### src/rtl/neuron_accumulator_pkg.sv
// Shared widths, state encoding and the output saturation helper
// for the neuron accumulator.
package neuron_accumulator_pkg;

    localparam int PSUM_W       = 20;
    localparam int ACC_W        = 26;
    localparam int ACT_W        = 8;
    localparam int SUM_W        = ACC_W + 1;
    localparam int CNT_W        = 7;
    localparam int DEF_PIPE_LAT = 3;

    typedef enum logic [1:0] {
        IDLE,
        ACCUM,
        BIAS,
        OUT
    } state_t;

    function automatic logic [ACT_W-1:0] sat_act(
        input logic [SUM_W-1:0] s,
        input int               shift
    );
        logic [SUM_W-1:0] t;
        t = s >> shift;
        return (t > SUM_W'(255)) ? '1 : t[ACT_W-1:0];
    endfunction

endpackage

### src/rtl/neuron_accumulator_valid.sv
// Alignment line that delays the feeder's valid strobe to match
// the adder-tree latency.
module valid_delay #(
    parameter int DEPTH = 3
) (
    input  logic clk,
    input  logic rst,
    input  logic d,
    output logic q
);

    logic [DEPTH-1:0] sr;

    always_ff @(posedge clk) begin
        if (rst) begin
            sr <= '0;
        end else begin
            sr <= (sr << 1) | DEPTH'(d);
        end
    end

    assign q = sr[DEPTH-1];

endmodule

### src/rtl/neuron_accumulator.sv
// Accumulates adder-tree partial sums over one neuron, adds bias,
// then scales and saturates to an 8-bit activation.
module neuron_accumulator
    import neuron_accumulator_pkg::*;
#(
    parameter int NUM_CHUNKS = 49,
    parameter int PIPE_LAT   = DEF_PIPE_LAT,
    parameter int OUT_SHIFT  = 8
) (
    input  logic              clk,
    input  logic              rst,
    input  logic              start,
    input  logic              in_valid,
    input  logic [PSUM_W-1:0] sumout,
    input  logic [ACC_W-1:0]  bias,
    output logic [ACT_W-1:0]  act_out,
    output logic              act_valid,
    output logic              busy,
    output logic              err_extra
);

    state_t           state;
    logic [ACC_W-1:0] acc;
    logic [CNT_W-1:0] cnt;
    logic [SUM_W-1:0] sum27;
    logic [ACT_W-1:0] act_q;
    logic             pv;

    valid_delay #(
        .DEPTH (PIPE_LAT)
    ) u_dly (
        .clk (clk),
        .rst (rst),
        .d   (in_valid),
        .q   (pv)
    );

    always_ff @(posedge clk) begin
        if (rst) begin
            state     <= IDLE;
            acc       <= '0;
            cnt       <= '0;
            sum27     <= '0;
            act_q     <= '0;
            err_extra <= 1'b0;
        end else begin
            if (pv && state != ACCUM) begin
                err_extra <= 1'b1;
            end
            unique case (state)
                IDLE: begin
                    if (start) begin
                        acc   <= '0;
                        cnt   <= '0;
                        state <= ACCUM;
                    end
                end
                ACCUM: begin
                    if (pv) begin
                        acc <= acc + ACC_W'(sumout);
                        cnt <= cnt + CNT_W'(1);
                        if (cnt == CNT_W'(NUM_CHUNKS - 1)) begin
                            state <= BIAS;
                        end
                    end
                end
                BIAS: begin
                    sum27 <= {1'b0, acc} + {1'b0, bias};
                    state <= OUT;
                end
                OUT: begin
                    act_q <= sat_act(sum27, OUT_SHIFT);
                    state <= IDLE;
                end
                default: state <= IDLE;
            endcase
        end
    end

    // The result is presented during OUT and then held in act_q.
    assign act_out   = (state == OUT) ? sat_act(sum27, OUT_SHIFT) : act_q;
    assign act_valid = (state == OUT);
    assign busy      = (state != IDLE);

endmodule

### config.mk
export PLATFORM = sky130hd
export DESIGN_NAME = neuron_accumulator
export DESIGN_NICKNAME = d
export VERILOG_FILES = /design/src/rtl/neuron_accumulator_pkg.sv /design/src/rtl/neuron_accumulator_valid.sv /design/src/rtl/neuron_accumulator.sv
export SDC_FILE = /design/constraint.sdc
export NUM_CORES = 1
export LEC_CHECK = 0
export CORE_ASPECT_RATIO = 0.8
export CORE_MARGIN = 10
export CORE_UTILIZATION = 31
export CTS_CLUSTER_SIZE = 20
export DETAILED_ROUTE_END_ITERATION = 7
export GPL_ROUTABILITY_DRIVEN = 0
export PLACE_DENSITY = 0.55
export SYNTH_ARGS = -nofsm -noshare
export SYNTH_HDL_FRONTEND = slang
export SYNTH_SLANG_ARGS = --single-unit
### constraint.sdc
create_clock -name clk -period 3.32 [get_ports clk]
set_input_delay 0.83 -clock clk [delete_from_list [all_inputs] [get_ports clk]]
set_output_delay 0.83 -clock clk [all_outputs]
set_load 0.1 [all_outputs]
==> key figures, run 1 <==
Run status
  • Status: finished clean

Critical path
  • Critical path's largest stage delay: ~400 ps
  • CP delay by family, top: compound AO/OA/AOI/OAI gates
  • CP required: 3560 ps
  • Worst setup SP type: primary input
  • Crit-path cells: clkdlybuf4s50_1 > ha_1 > a21oi_1 > o21ai_1 > o2111ai_1 > and3b_4 > o31ai_4 > a21o_4 > a21oi_2 > or4_1 > o311ai_1
  • Bufs and invs on worst path: 1
  • Worst-path maximum fanout: 4
  • CP endpoint kind: flip-flop
  • Critical Path AT: roughly 3400 ps
  • Critical path class: in2reg
  • Crit-path slowest cell: clkdlybuf4s50_1

Yosys
  • Syn nets: 624
  • Cell Area, Synth: 0.00436 mm2
  • Synth unique cells: 57
  • Prevailing post-synth register cell: dfxtp_1
  • Cells after Synth: 521
  • Dominant cell type by area after synthesis: dfxtp_1
  • Yosys warns: 0
  • Synth Register Bits: 66
  • Fraction of registers with async set/reset: 0%
  • Number of synthesized flops with an enable pin: 0
  • Syn Area/Cell: 8.38 um2
  • Synth top area cells: dfxtp_1, ha_1, a21oi_1
  • Seq/Total Area, Yosys: 30.3%
  • Post-synth top area share: 30.3%

Drt
  • DRC viols: 0
  • Vias per cell: 4.97
  • 1st-iter DRT viols: between 300 and 400
  • Routed wire length: 12100 um
  • DR pass1 iterations: 4
  • Wirelength per Cell: 15.2 um
  • DR vias: between 3k and 4k
  • Final ANT Viol Nets: 0

STA
  • Fin Setup TNS: 0 ps
  • Skew final: between 10 and 15 ps
  • Final period util: 94.9%
  • Final number of setup-violating endpoints: 0
  • Worst setup margin: 169 ps
  • Final hold violations: 0
  • Max-Slew Margin vs Limit: 40.0%
  • RSZ-0062 raised after global routing: no
  • Tmin final: 3150 ps
  • Fin. max-slew vios: 0
  • Worst-Margin Slew: 899 ps
  • Max Clock Freq: 0.317 GHz

Cells and area
  • Layout cells sized above 1: 12.4%
  • # diodes: 0
  • P&R area growth vs syn: 30.3%
  • Commonest non-fill, non-tap cell in the layout: dfxtp_1
  • Final nets: 711
  • Most frequent cells in the layout: dfxtp_1, nor2_1, ha_1, clkdlybuf4s50_1, a21oi_1

CTS
  • CTS Buf Count: 9
  • TritonCTS clock tree: built
  • CTS HTree Levels: 3
  • Clock insertion delay at the later pin of the skew report: around 340 ps
  • Reg clk slew, reported paths: ~60 ps
  • CTS Sinks: 66
  • Clk root buf: clkbuf_16
  • Post-CTS Setup Repair Bufs: 0
  • Longest Clk Path Bufs: 2
  • CTS resizes: 0
  • CTS Hold Bufs: 0

GRT
  • GRT Total Usage: around an eighth
  • Gr ovfl total: 0
  • Initial antenna violation count: 0
  • First-pass GRT wire length: between 15000 and 20000 um
  • Vias in the first global route: roughly 4k
  • Pin count of the biggest net entering global routing: 32

Power
  • PD cells: 639 mW/mm2
  • Leakage: 2.49 nW
  • Worst vdd ir: 0.593 mV

Floorplanning
  • Site Rows: 38
  • Initial core utilization: 31.9%
  • DIE WIDTH: 153 um
  • Die Area: around 0.019 mm2
  • Die H: 126 um
  • # IOs: 61
  • CORE AREA: 0.0137 mm2

Placed design
  • Hpwl dp: 9610 um
  • Pre-CTS setup slack: -197 ps
  • IO Port Bufs: 60

Min path
  • Hold Path Class: reg2reg

Run
  • MaxCap Viol Count: 0
[area by class of cell]
type	count	area, um2
Fill cell	1339	8010
Multi-Input combinational cell	418	2910
Sequential cell	66	1320
Timing Repair Buffer	89	791
Clock buffer	10	239
Tap cell	180	225
Clock inverter	6	113
Inverter	24	90.1
[synth_stat cells, types with 9 or more instances]
library cell	instances
ha_1	52
xor2_1	18
xnor2_1	15
and2_1	11
inv_1	24
nor2_1	59
nand2_1	38
a21o_1	15
dfxtp_1	66
a22oi_1	9
o21ai_0	14
nand3_1	11
a21oi_1	45
clkbuf_1	11
[final timing paths]
path / depth (start not counted) / start / to / slack (ps)
min: 1 / u_dly.sr[1] / u_dly.sr[2] / 450
max reg2reg: 10 / acc[4] / sum27[23] / 740
max: 11 / bias[4] / sum27[23] / 170
min reg2reg: 1 / u_dly.sr[1] / u_dly.sr[2] / 450
[worst register-to-register path, cell delays in order, from the launching register on]
cell and delay [ps]:
dfxtp_1 330, ha_1 310, a21oi_1 70, o21ai_1 250, o2111ai_1 240, and3b_4 260
o31ai_4 280, a21o_4 170, a21oi_2 60, or4_1 410, o311ai_1 100
[state kept, by name, summed over array words and instances (netlist names)]
| signal | flops |
|---|---|
| err_extra | 1 |
| act_q | 8 |
| u_dly.sr | 3 |
| cnt | 7 |
| sum27 | 19 |
| state | 2 |
| acc | 26 |
[routing by layer]
layer  vias up  wire length [um]  GRT usage, %
met1      1801              6120          15.9
met2        71              5330          19.2
met4         0               214          4.42
met5         -                 0             0
li1       2054                 -             -
met3        15               418          3.10
[metrics by stage]
stage / area (um2) / hold slack, ps / utilization, % / power, mW / cells
floorplan: 4370 / 414 / - / 2.09 / 521
global placement: 5340 / 423 / 39.0 / 2.50 / 777
detailed placement: 5340 / 432 / 39.0 / 2.53 / 777
CTS: 5690 / 453 / 41.5 / 3.66 / 793
global route: 5690 / 461 / 41.5 / 3.85 / 793
finish: 5690 / 447 / 41.5 / 3.63 / 793
[power by group]
group | internal [mW] | switching (mW)
registers | 0.905 | 0.0873
logic | 0.534 | 0.986
clock network | 0.756 | 0.364
[cell families (layout without fill, tap and decap cells)]
| kind of cell | count (synthesis) | in the layout | share of synthesized area, % |
|---|---|---|---|
| and+or+nand+nor | 179 | 179 | 20.0 |
| AOI/OAI and AO/OA | 145 | 145 | 22.7 |
| DFF | 66 | 66 | 30.3 |
| adders and majority gates | 53 | 53 | 15.4 |
| buffers and inverters | 37 | 129 | 3.21 |
| xor gates and xnor gates | 33 | 33 | 6.62 |
| muxes | 8 | 8 | 1.83 |
Power figures use the tool's default switching activity.
==> run 2: changes to the inputs <==
- ABC_CLOCK_PERIOD_IN_PS: unset -> 3320
==> results of run 2 <==
Final layout, timing and power as in run 1 (identical DEF).
